[src/rtl/max2769_pkg.sv]
// Shared types and constants for the MAX2769 configuration sequencer.
package max2769_pkg;

  localparam int FRAME_BITS   = 32;
  localparam int DATA_BITS    = 28;
  localparam int NUM_DEFAULTS = 10;

  typedef enum logic [2:0] {
    ST_IDLE,
    ST_LOAD,
    ST_SHIFT,
    ST_GAP,
    ST_WAIT_LOCK,
    ST_STREAM
  } cfg_state_t;

  localparam logic [DATA_BITS-1:0] MAX2769_DEFAULTS [NUM_DEFAULTS] = '{
    28'hA2919A3, 28'h0550288, 28'hEAFF1DC, 28'h9EC0008, 28'h0C00080,
    28'h8000070, 28'h8000000, 28'h10061B2, 28'h1E0F401, 28'h14C0402
  };

  // Registers beyond the datasheet table power up as zero.
  function automatic logic [DATA_BITS-1:0] default_reg(input int i);
    return (i < NUM_DEFAULTS) ? MAX2769_DEFAULTS[i] : '0;
  endfunction

endpackage

[src/rtl/max2769_spi_tx.sv]
// 3-wire frame transmitter: shifts one 32-bit frame MSB first with CS framing.
module max2769_spi_tx
  import max2769_pkg::*;
#(
  parameter int CLK_DIV = 4
) (
  input  logic                  clk,
  input  logic                  rst,
  input  logic                  load,
  input  logic [FRAME_BITS-1:0] frame,
  output logic                  sclk,
  output logic                  sdata,
  output logic                  cs_n,
  output logic                  done
);

  localparam int DIV_W = (CLK_DIV > 1) ? $clog2(CLK_DIV) : 1;
  localparam logic [DIV_W-1:0] DIV_LAST = DIV_W'(CLK_DIV - 1);

  logic                  active;
  logic [DIV_W-1:0]      div_cnt;
  logic [4:0]            bit_cnt;
  logic [FRAME_BITS-1:0] shreg;

  // High during the final cycle of bit 0; CS rises on the following edge.
  assign done = active & sclk & (div_cnt == DIV_LAST) & (bit_cnt == 5'd0);

  always_ff @(posedge clk) begin
    if (rst) begin
      active  <= 1'b0;
      cs_n    <= 1'b1;
      sclk    <= 1'b0;
      sdata   <= 1'b0;
      div_cnt <= '0;
      bit_cnt <= '0;
      shreg   <= '0;
    end else if (load) begin
      active  <= 1'b1;
      cs_n    <= 1'b0;
      sclk    <= 1'b0;
      sdata   <= frame[FRAME_BITS-1];
      div_cnt <= '0;
      bit_cnt <= 5'(FRAME_BITS - 1);
      shreg   <= frame;
    end else if (active) begin
      if (div_cnt == DIV_LAST) begin
        div_cnt <= '0;
        if (!sclk) begin
          sclk <= 1'b1;
        end else if (bit_cnt == 5'd0) begin
          active <= 1'b0;
          cs_n   <= 1'b1;
          sclk   <= 1'b0;
          sdata  <= 1'b0;
        end else begin
          // Data only moves on the falling edge so the device samples on the rise.
          sclk    <= 1'b0;
          shreg   <= {shreg[FRAME_BITS-2:0], 1'b0};
          sdata   <= shreg[FRAME_BITS-2];
          bit_cnt <= bit_cnt - 5'd1;
        end
      end else begin
        div_cnt <= div_cnt + 1'b1;
      end
    end
  end

endmodule

[src/rtl/max2769_config.sv]
// MAX2769 configuration sequencer: shadow registers, programming FSM, lock
// supervision and the sample-bridge stream enable.
module max2769_config
  import max2769_pkg::*;
#(
  parameter int CLK_DIV      = 4,
  parameter int NUM_REGS     = 10,
  parameter int LOCK_TIMEOUT = 65535
) (
  input  logic                 MCU_CLK,
  input  logic                 RESET,
  input  logic                 WR_VALID,
  input  logic [3:0]           WR_ADDR,
  input  logic [DATA_BITS-1:0] WR_DATA,
  output logic                 WR_READY,
  input  logic                 GO,
  input  logic                 MAX_LD,
  output logic                 MAX_SCLK,
  output logic                 MAX_SDATA,
  output logic                 MAX_CS_N,
  output logic                 STREAM_EN,
  output logic                 BUSY,
  output logic                 DONE,
  output logic                 LOCK_FAIL
);

  localparam int CNT_MAX = (LOCK_TIMEOUT > 2 * CLK_DIV) ? LOCK_TIMEOUT : 2 * CLK_DIV;
  localparam int CNT_W   = $clog2(CNT_MAX + 1);
  localparam logic [CNT_W-1:0] GAP_LAST = CNT_W'(2 * CLK_DIV - 1);
  localparam logic [CNT_W-1:0] TO_LAST  = CNT_W'(LOCK_TIMEOUT - 1);
  localparam logic [3:0]       LAST_IDX = 4'(NUM_REGS - 1);
  localparam logic [4:0]       NREGS    = 5'(NUM_REGS);

  cfg_state_t           state, state_d;
  logic [3:0]           idx, idx_d;
  logic [CNT_W-1:0]     cnt, cnt_d;
  logic                 lock_fail_d;
  logic                 load;
  logic                 tx_done;
  logic                 ld_p0, ld_p1;
  logic                 wr_ok;
  logic [DATA_BITS-1:0] shadow [NUM_REGS];

  assign WR_READY  = (state == ST_IDLE) | (state == ST_STREAM);
  assign BUSY      = (state == ST_LOAD) | (state == ST_SHIFT) |
                     (state == ST_GAP)  | (state == ST_WAIT_LOCK);
  assign STREAM_EN = (state == ST_STREAM);
  assign DONE      = (state == ST_STREAM);
  assign wr_ok     = WR_VALID & WR_READY & ({1'b0, WR_ADDR} < NREGS);

  // LD synchroniser: two flops before the FSM sees lock detect.
  always_ff @(posedge MCU_CLK) begin
    if (RESET) begin
      ld_p0 <= 1'b0;
      ld_p1 <= 1'b0;
    end else begin
      ld_p0 <= MAX_LD;
      ld_p1 <= ld_p0;
    end
  end

  always_ff @(posedge MCU_CLK) begin
    if (RESET) begin
      for (int i = 0; i < NUM_REGS; i++) shadow[i] <= default_reg(i);
    end else if (wr_ok) begin
      shadow[WR_ADDR] <= WR_DATA;
    end
  end

  always_ff @(posedge MCU_CLK) begin
    if (RESET) begin
      state     <= ST_IDLE;
      idx       <= '0;
      cnt       <= '0;
      LOCK_FAIL <= 1'b0;
    end else begin
      state     <= state_d;
      idx       <= idx_d;
      cnt       <= cnt_d;
      LOCK_FAIL <= lock_fail_d;
    end
  end

  always_comb begin
    state_d     = state;
    idx_d       = idx;
    cnt_d       = cnt + 1'b1;
    lock_fail_d = LOCK_FAIL;
    load        = 1'b0;
    case (state)
      ST_IDLE: begin
        if (GO) begin
          state_d     = ST_LOAD;
          idx_d       = '0;
          lock_fail_d = 1'b0;
        end
      end
      ST_LOAD: begin
        load    = 1'b1;
        state_d = ST_SHIFT;
      end
      ST_SHIFT: begin
        if (tx_done) begin
          state_d = ST_GAP;
          cnt_d   = '0;
        end
      end
      ST_GAP: begin
        if (cnt == GAP_LAST) begin
          if (idx == LAST_IDX) begin
            state_d = ST_WAIT_LOCK;
            cnt_d   = '0;
          end else begin
            state_d = ST_LOAD;
            idx_d   = idx + 4'd1;
          end
        end
      end
      ST_WAIT_LOCK: begin
        if (ld_p1) begin
          state_d = ST_STREAM;
        end else if (cnt == TO_LAST) begin
          state_d     = ST_IDLE;
          lock_fail_d = 1'b1;
        end
      end
      ST_STREAM: begin
        // Losing lock takes priority over a simultaneous reprogram request.
        if (!ld_p1) begin
          state_d     = ST_IDLE;
          lock_fail_d = 1'b1;
        end else if (GO) begin
          state_d = ST_LOAD;
          idx_d   = '0;
        end
      end
      default: state_d = ST_IDLE;
    endcase
  end

  max2769_spi_tx #(
    .CLK_DIV(CLK_DIV)
  ) u_spi_tx (
    .clk   (MCU_CLK),
    .rst   (RESET),
    .load  (load),
    .frame ({shadow[idx], idx}),
    .sclk  (MAX_SCLK),
    .sdata (MAX_SDATA),
    .cs_n  (MAX_CS_N),
    .done  (tx_done)
  );

endmodule
[config.mk]
export PLATFORM = sky130hd
export DESIGN_NAME = max2769_config
export DESIGN_NICKNAME = d
export VERILOG_FILES = /design/src/rtl/max2769_pkg.sv /design/src/rtl/max2769_spi_tx.sv /design/src/rtl/max2769_config.sv
export SDC_FILE = /design/constraint.sdc
export NUM_CORES = 1
export LEC_CHECK = 0
export CAP_MARGIN = 5
export CORE_MARGIN = 1
export CORE_UTILIZATION = 65
export CTS_CLUSTER_SIZE = 20
export DETAILED_ROUTE_END_ITERATION = 10
export PLACE_DENSITY = 0.84
export SYNTH_ARGS = -nofsm -noshare
export SYNTH_HDL_FRONTEND = slang
export SYNTH_SLANG_ARGS = --single-unit
export TNS_END_PERCENT = 50
[constraint.sdc]
create_clock -name MCU_CLK -period 5.6 [get_ports MCU_CLK]
set_input_delay 0.56 -clock MCU_CLK [delete_from_list [all_inputs] [get_ports MCU_CLK]]
set_output_delay 0.56 -clock MCU_CLK [all_outputs]
set_load 0.05 [all_outputs]
Yosys cells after proc, flatten, opt, wreduce, memory -nomap -nowiden
Memory sizes are Yosys's and may differ from the RTL's. A register that Yosys moved wholly into a read port is not among the register bits.
Index checks and enable logic that the tools add are counted.
- flip-flop bits (word level): 68
- logic and storage cells: 124
- bits in writable memories: 280
- output and inout port bits: 8
- memories: 1
- bitwise operators: 9
- add/subtract/negate cells: 4
- equality and inequality tests: 19
- reductions and logical operators: 17
- $lt $le $gt $ge: 1
- multiplexer cells: 60
- memories (name ; words ; bits a word ; read ports ; clocked after Yosys merged registers in ; wr ports ; line ; RTL):
    shadow ; 10 ; 28 ; 1 ; 1 ; 10 ; max2769_config.sv:42 ; logic [DATA_BITS-1:0] shadow [NUM_REGS];
- operator list (kind ; count):
    $mux W31 ; 5
    $mux W16 ; 3
    $pmux W16 S2 ; 1
    $mux W28 ; 1
    $mux W4 ; 7
    $reduce_or A28 Y1 ; 1
    $mux W1 ; 27
    $mux W5 ; 5
    $mux W3 ; 7
    $pmux W3 S6 ; 1
    $add A16 B1 Y16 const B ; 1
    $eq A16 B16 Y1 const B ; 1
    $eq A16 B3 Y1 const B ; 1
    $ne A2 B2 Y1 const B ; 6
    $pmux W4 S3 ; 1
    $reduce_and A4 Y1 ; 3
    $reduce_bool A2 Y1 ; 4
    $eq A3 B2 Y1 const B ; 2
    $eq A3 B3 Y1 const B ; 2
    $ne A2 B1 Y1 const B ; 3
    $reduce_and A3 Y1 ; 2
    $reduce_bool A3 Y1 ; 2
    $and A1 B1 Y1 ; 5
    $logic_not A5 Y1 ; 1
    other kinds (15) ; 18

Depth between registers and ports, before layout
Gate-level depths: netlist of run 1.
- depth in word-level cells: 9
- mapped depth: 8

Hierarchy
Synthesis of run 1 repeated with hierarchy kept, for this count alone.
- cells, all modules: 1403
- area total of the unflattened synthesis: 21787.1 µm²
- by module, submodules not included (module ; instances ; cells each ; area an instance (µm²)):
    max2769_config ; 1 ; 1167 ; 19791.5
    max2769_spi_tx ; 1 ; 236 ; 1995.7

Worst setup path before layout of run 1
Ideal clock, no wire load.
- path kind: input to register
- from: input port WR_ADDR[1]
- to: memory shadow[9][0] (enable)
- setup time: 0.456 ns
- setup slack: 1.730 ns
- cell stages on the path: 5
- data arrival time: 3.414 ns
- cells stage by stage: buf_2 > o21ai_0 > nand4b_1 > buf_2 > o31ai_1
- RTL lines (element ; line ; RTL):
    start: declaration ; max2769_config.sv:13 ; input logic [3:0] WR_ADDR,
    end: declaration ; max2769_config.sv:42 ;

==> metrics.yaml, run 1 <==
tritoncts: "done"
end_kind: "register"
worst_r2r_endpoint: "shadow[0][20]"
max-cap-violations: 0
max_freq_mhz: 278
path_cells: "clkdlybuf4s50_1, o21ai_0, and4b_2, nand4b_2, nand2_1, buf_4"
crit_type: "input port to register"
antenna_found_initial: 1
reg2reg_slack_ns: 2.08
setup_viol: 0
synthToLayoutAreaGrowth_pct: 13.5
clockRootBuffer: "clkbuf_16"
ant_nets: 0
postPlaceCellArea_mm2: 0.0236
final_max_slew_viol_count: 0
max_stage_delay_ns: 0.73
cts_setup_buffers: 0
crit_buf_inv: 2
holdPathEnd: "ld_p1"
tightestPinTransition_ns: 1.28
fp-row-count: 67
fin_area_mm2: 0.0252
yosys.area.top_type_share_pct: 60.6
ctsHoldBuffers: 0
final_hold_viol_count: 0
clkTransAtPathRegs_ns: 0.06
syn_area_per_cell_um2: 14.5
insertion_delay_ns: 0.55
first_global_vias: 13943
dr.first_iter.drc_count: 1602
cp_slowest_cell: "clkdlybuf4s50_1"
startpoint_type: "input port"
final.min_clock_period_ns: 3.60
mostFrequentLayoutCells: "448 x edfxtp_1, 211 x nor2_1, 168 x conb_1, 137 x mux2i_1, 102 x nand2_1"
synthArstFlopShare_pct: 0
cp_max_fo: 19
ir_worst_vdd_uv: 350
viasPerCell: 6.20
initial_core_util_pct: 66.2
portBuffers: 44
synth_area_mm2: 0.0222
final_common_cell: "edfxtp_1"
slew_headroom_pct: 14.3
h-tree-depth: 2
synth_seq_cells: 520
yosys_warnings: 0
final.setup.tns_ns: 0
synth_ff_type: "edfxtp_1"
fin_crit_sh_pct: 64.3
fin_skew_ns: 0.0103
gr-usage-all-layers_pct: 29.6
worstPathRequired_ns: 5.84
hp-start: "ld_p0"
critPathArrivalTime_ns: 3.85
syn_inst: 1527
core_mm2: 0.0335
status: "complete, no violations"
holdPathStages: 1
rsz0062_at_grt: "no"
ys_top_cells_by_area: "edfxtp_1 61%, dfxtp_1 6.5%, mux2i_1 6.2%, mux4_2 5.8%, nor2_1 3.6%"
clock-sinks: 520
wl_per_cell_um: 23.0
finalWirelength_mm: 50.8
dieArea_mm2: 0.0349
dp_hpwl_mm: 32.4
gp_congestion: 0.857
grt_max_degree: 56
cts_resized: 0
fp.dieH_um: 187
fin_nets: 1764
p_leak_nw: 8.58
fin_util_pct: 75.2
drtPass1Iterations: 7
numCtsBuffers: 50
insertedDiodeCount: 0
drive_gt1_share_pct: 13.5
min_path_type: "register to register"
vias: 13698
grt_pass1_wl_mm: 77.7
crit_family: "simple AND/OR/NAND/NOR gates"
synth_edf_count: 448
power.density_mw_per_mm2: 326
cts_max_path_buffers: 3
yosys.area.top_type: "edfxtp_1"
route.detailed.drc: 0
reg2regPathDepth: 5
gr-total-overflow: 0
r2r_start: "state[2]"
ios: 45
die_x_um: 187
synth-seq-area-share_pct: 67.1
yosysUniqueCellTypes: 63
==> stage by stage <==
step | instances | hold slack, ns | total power, mW | setup slack [ns]
floorplan | 1694 | 0.414 | 4.81 | 1.73
global route | 2210 | 0.485 | 8.44 | 1.80
finish | 2210 | 0.452 | 8.22 | 2.00
detailed placement | 2116 | 0.455 | 4.98 | 1.54
global placement | 2116 | 0.431 | 4.96 | 1.68
CTS | 2210 | 0.463 | 8.23 | 2.08
==> layer usage <==
metal	track usage [%]	share of wire, %	wire length (um)	vias up
li1	-	-	-	5996
met1	37.7	36	18300	6767
met2	49.6	50	25300	791
met3	6.72	11	5380	144
met4	11.7	3.5	1770	0
met5	0	0	0	-
==> cell usage after synthesis, drive strengths merged (2+ instances only) <==
cell type    n
a2111oi     29
a211oi      27
a21oi       39
a221oi       2
a22oi       54
a311oi       4
a31oi        2
a32oi        2
and2         5
and3         6
and4         4
and4b        3
buf         55
clkbuf      48
dfxtp       72
edfxtp     448
ha           7
inv         38
mux2         2
mux2i      137
mux4        57
nand2      103
nand2b       5
nand3       38
nand3b       4
nand4       10
nand4b       3
nor2       213
nor2b       33
nor3        16
nor3b        2
nor4         6
nor4b        4
o21ai        8
o22ai        3
o31ai        3
or3          6
or3b         2
xnor2       11
xor2         9
==> flip-flops by register name (all words and copies together) (netlist names), named ones only <==
signal	cells
LOCK_FAIL	1
cnt	16
idx	4
ld_p0	1
ld_p1	1
shadow	448
state	3
u_spi_tx.active	1
u_spi_tx.bit_cnt	5
u_spi_tx.cs_n	1
u_spi_tx.div_cnt	2
u_spi_tx.sclk	1
u_spi_tx.sdata	1
u_spi_tx.shreg	31
==> layout make-up <==
class / count / area, um2
sequential: 520 / 14900
fill: 2005 / 8320
multi-input combinational: 1033 / 7290
clock buffer: 67 / 1410
timing repair buffer: 77 / 696
tap: 448 / 561
clock inverter: 27 / 210
inverter: 38 / 143
==> how the worst max path moves through the flow <==
| stage | from | end | slack, ns | cells past startpoint |
|---|---|---|---|---|
| final | WR_ADDR[1] | shadow[0][20] | 2.00 | 6 |
| after global routing | WR_ADDR[1] | shadow[0][14] | 1.80 | 6 |
| after CTS | WR_ADDR[1] | shadow[0][14] | 2.08 | 6 |
| after detailed placement | WR_ADDR[1] | shadow[0][17] | 1.54 | 6 |
| after global placement | WR_ADDR[1] | shadow[0][13] | 1.68 | 6 |
| after floorplan | WR_ADDR[1] | shadow[9][0] | 1.73 | 5 |
==> report_power, final <==
group	internal (mW)	total [mW]	switching [mW]
Combinational	0.158	0.473	0.315
Clock	1.91	3.30	1.39
Sequential	4.37	4.45	0.0770
==> cells by family after synthesis <==
logic type                 Yosys count  synth area share (%)
xor gates and xnor gates            20                 0.789
buffers and inverters              141                  3.02
and+or+nand+nor                    465                  10.3
other                                1                0.0169
muxes                              196                  12.1
adders and majority gates            7                 0.394
AOI/OAI and AO/OA                  177                  6.38
DFF                                520                  67.1
Note: power is estimated with default switching activity, not from simulation.
==> run 2, diff against run 1 <==
CORE_UTILIZATION = 56   (was 65)
PLACE_DENSITY = 0.77   (was 0.84)
clock period = 3 ns   (was 5.6 ns; I/O delays follow)
==> metrics.yaml, run 2 (same netlist as run 1, synthesis figures left out) <==
ant_nets: 0
portBuffers: 44
dp_hpwl_mm: 31.4
placedCellCount: 2230
startpoint_type: "register"
final_max_slew_viol_count: 0
met1_usage_pct: 33.2
multi_input_area_mm2: 0.00729
ir_worst_vdd_uv: 517
final_hold_viol_count: 0
grtUsageMet2_pct: 43.3
drive_gt1_share_pct: 15.3
setup_viol: 0
clockRootBuffer: "clkbuf_16"
power.density_mw_per_mm2: 606
h-tree-depth: 2
drtPass1Iterations: 5
power_frac_comb_pct: 6.1
n_fill_cell: 2769
slew_headroom_pct: 35.1
worstPathRequired_ns: 2.70
fp-row-count: 72
p_int_mw: 12.2
swShare_pct: 21.5
route.detailed.drc: 0
insertion_delay_ns: 0.58
synthToLayoutAreaGrowth_pct: 15.9
status: "complete, no violations"
gr-usage-all-layers_pct: 25.7
insertedDiodeCount: 0
grt_max_degree: 87
p_switching_mw: 3.35
grt_pass1_wl_mm: 78.0
max_freq_mhz: 367
max_stage_delay_ns: 0.82
layout.area.seq_mm2: 0.0149
reg2reg_slack_ns: 0.60
p_leak_nw: 8.82
initial_core_util_pct: 57.1
finalWirelength_mm: 51.4
min_path_type: "input port to register"
cts_resized: 0
dr.first_iter.drc_count: 1299
fin_nets: 1809
vias: 13696
fin_skew_ns: 0.0115
top_regs: "shadow x448, u_spi_tx.shreg x31, cnt x16"
crit_type: "register to primary output"
crit_family: "buffers and inverters"
final_common_cell: "edfxtp_1"
gp_congestion: 0.844
die_x_um: 201
largest_reg_flops: 448
viasPerCell: 5.89
cp_slowest_cell: "clkdlybuf4s50_1"
critPathArrivalTime_ns: 2.43
clkTransAtPathRegs_ns: 0.06
tightestPinTransition_ns: 0.972
cp_max_fo: 16
seqPwrFrac_pct: 53.1
path_cells: "nor2_1, xnor2_1, clkdlybuf4s50_1"
ios: 45
final.min_clock_period_ns: 2.73
share_clk_of_total_power_pct: 40.8
fp.dieH_um: 201
final.setup.tns_ns: 0
finalNonFillerCells: 2325
top_register: "shadow"
grt_busiest_layer: "met2"
dieArea_mm2: 0.0405
gr-total-overflow: 0
mostFrequentLayoutCells: "448 x edfxtp_1, 211 x nor2_1, 168 x conb_1, 137 x mux2i_1, 102 x nand2_1"
core_mm2: 0.0389
tritoncts: "done"
ctsHoldBuffers: 0
rsz0062_at_grt: "no"
wl_per_cell_um: 22.1
clock-sinks: 520
numCtsBuffers: 51
cts_setup_buffers: 0
crit_buf_inv: 1
max-cap-violations: 0
antenna_found_initial: 0
use_met3_pct: 5.56
cts_max_path_buffers: 3
first_global_vias: 13547
end_kind: "primary output"
fin_crit_sh_pct: 90.9
==> run 2: final timing paths <==
path,from,to,cells past startpoint
setup reg to reg,u_spi_tx.bit_cnt[0],u_spi_tx.shreg[25],6
hold reg to reg,ld_p0,ld_p1,1
hold / removal,MAX_LD,ld_p0,2
setup / recovery,state[1],BUSY,3
==> run 2: cell type report <==
type / instances / share of cell area, %
Inverter: 38 / 0.554
Clock buffer: 81 / 5.80
Timing Repair Buffer: 121 / 4.23
Clock inverter: 14 / 0.666
Sequential cell: 520 / 57.9
Tap cell: 518 / 2.52
Multi-Input combinational cell: 1033 / 28.3
==> run 2: worst reg2reg max path: cells and delay by family (launching register included) <==
kind	cells	cell delay (ns)
mux	1	0.29
fa+ha+maj	1	0.16
buf+inv	1	0.08
flops	1	0.33
simple gates	2	1.00
compound gates	1	0.42
==> run 2: routing by layer <==
metal / wire length [um] / share of wire [%]
met1: 20000 / 39
met2: 25600 / 50
met3: 4380 / 8.5
met4: 1380 / 2.7
met5: 0 / 0
==> run 2: stage by stage <==
stage	instance area, um2	hold WS, ns	util [%]	total power, mW	setup slack, ns
detailed placement	24100	0.448	61.9	9.35	0.405
global placement	24100	0.434	61.9	9.31	0.473
CTS	25700	0.258	66.1	15.7	0.252
finish	25700	0.280	66.1	15.6	0.273
global route	25700	0.266	66.1	16.0	0.161
floorplan	22800	0.414	-	8.97	0.261
==> run 2: power groups by stage <==
stage                     logic [mW]  clock network [mW]  registers [mW]
after global placement         0.904                   0            8.41
after CTS                      0.932                6.45            8.28
after global routing            1.01                6.74            8.30
final                          0.944                6.36            8.28
after floorplan                0.578                   0            8.40
after detailed placement       0.926                   0            8.43
==> run 3, diff against run 2 <==
CAP_MARGIN = 20   (was 5)
==> results of run 3 <==
No change in the layout: final DEF, timing and power equal those of run 2.
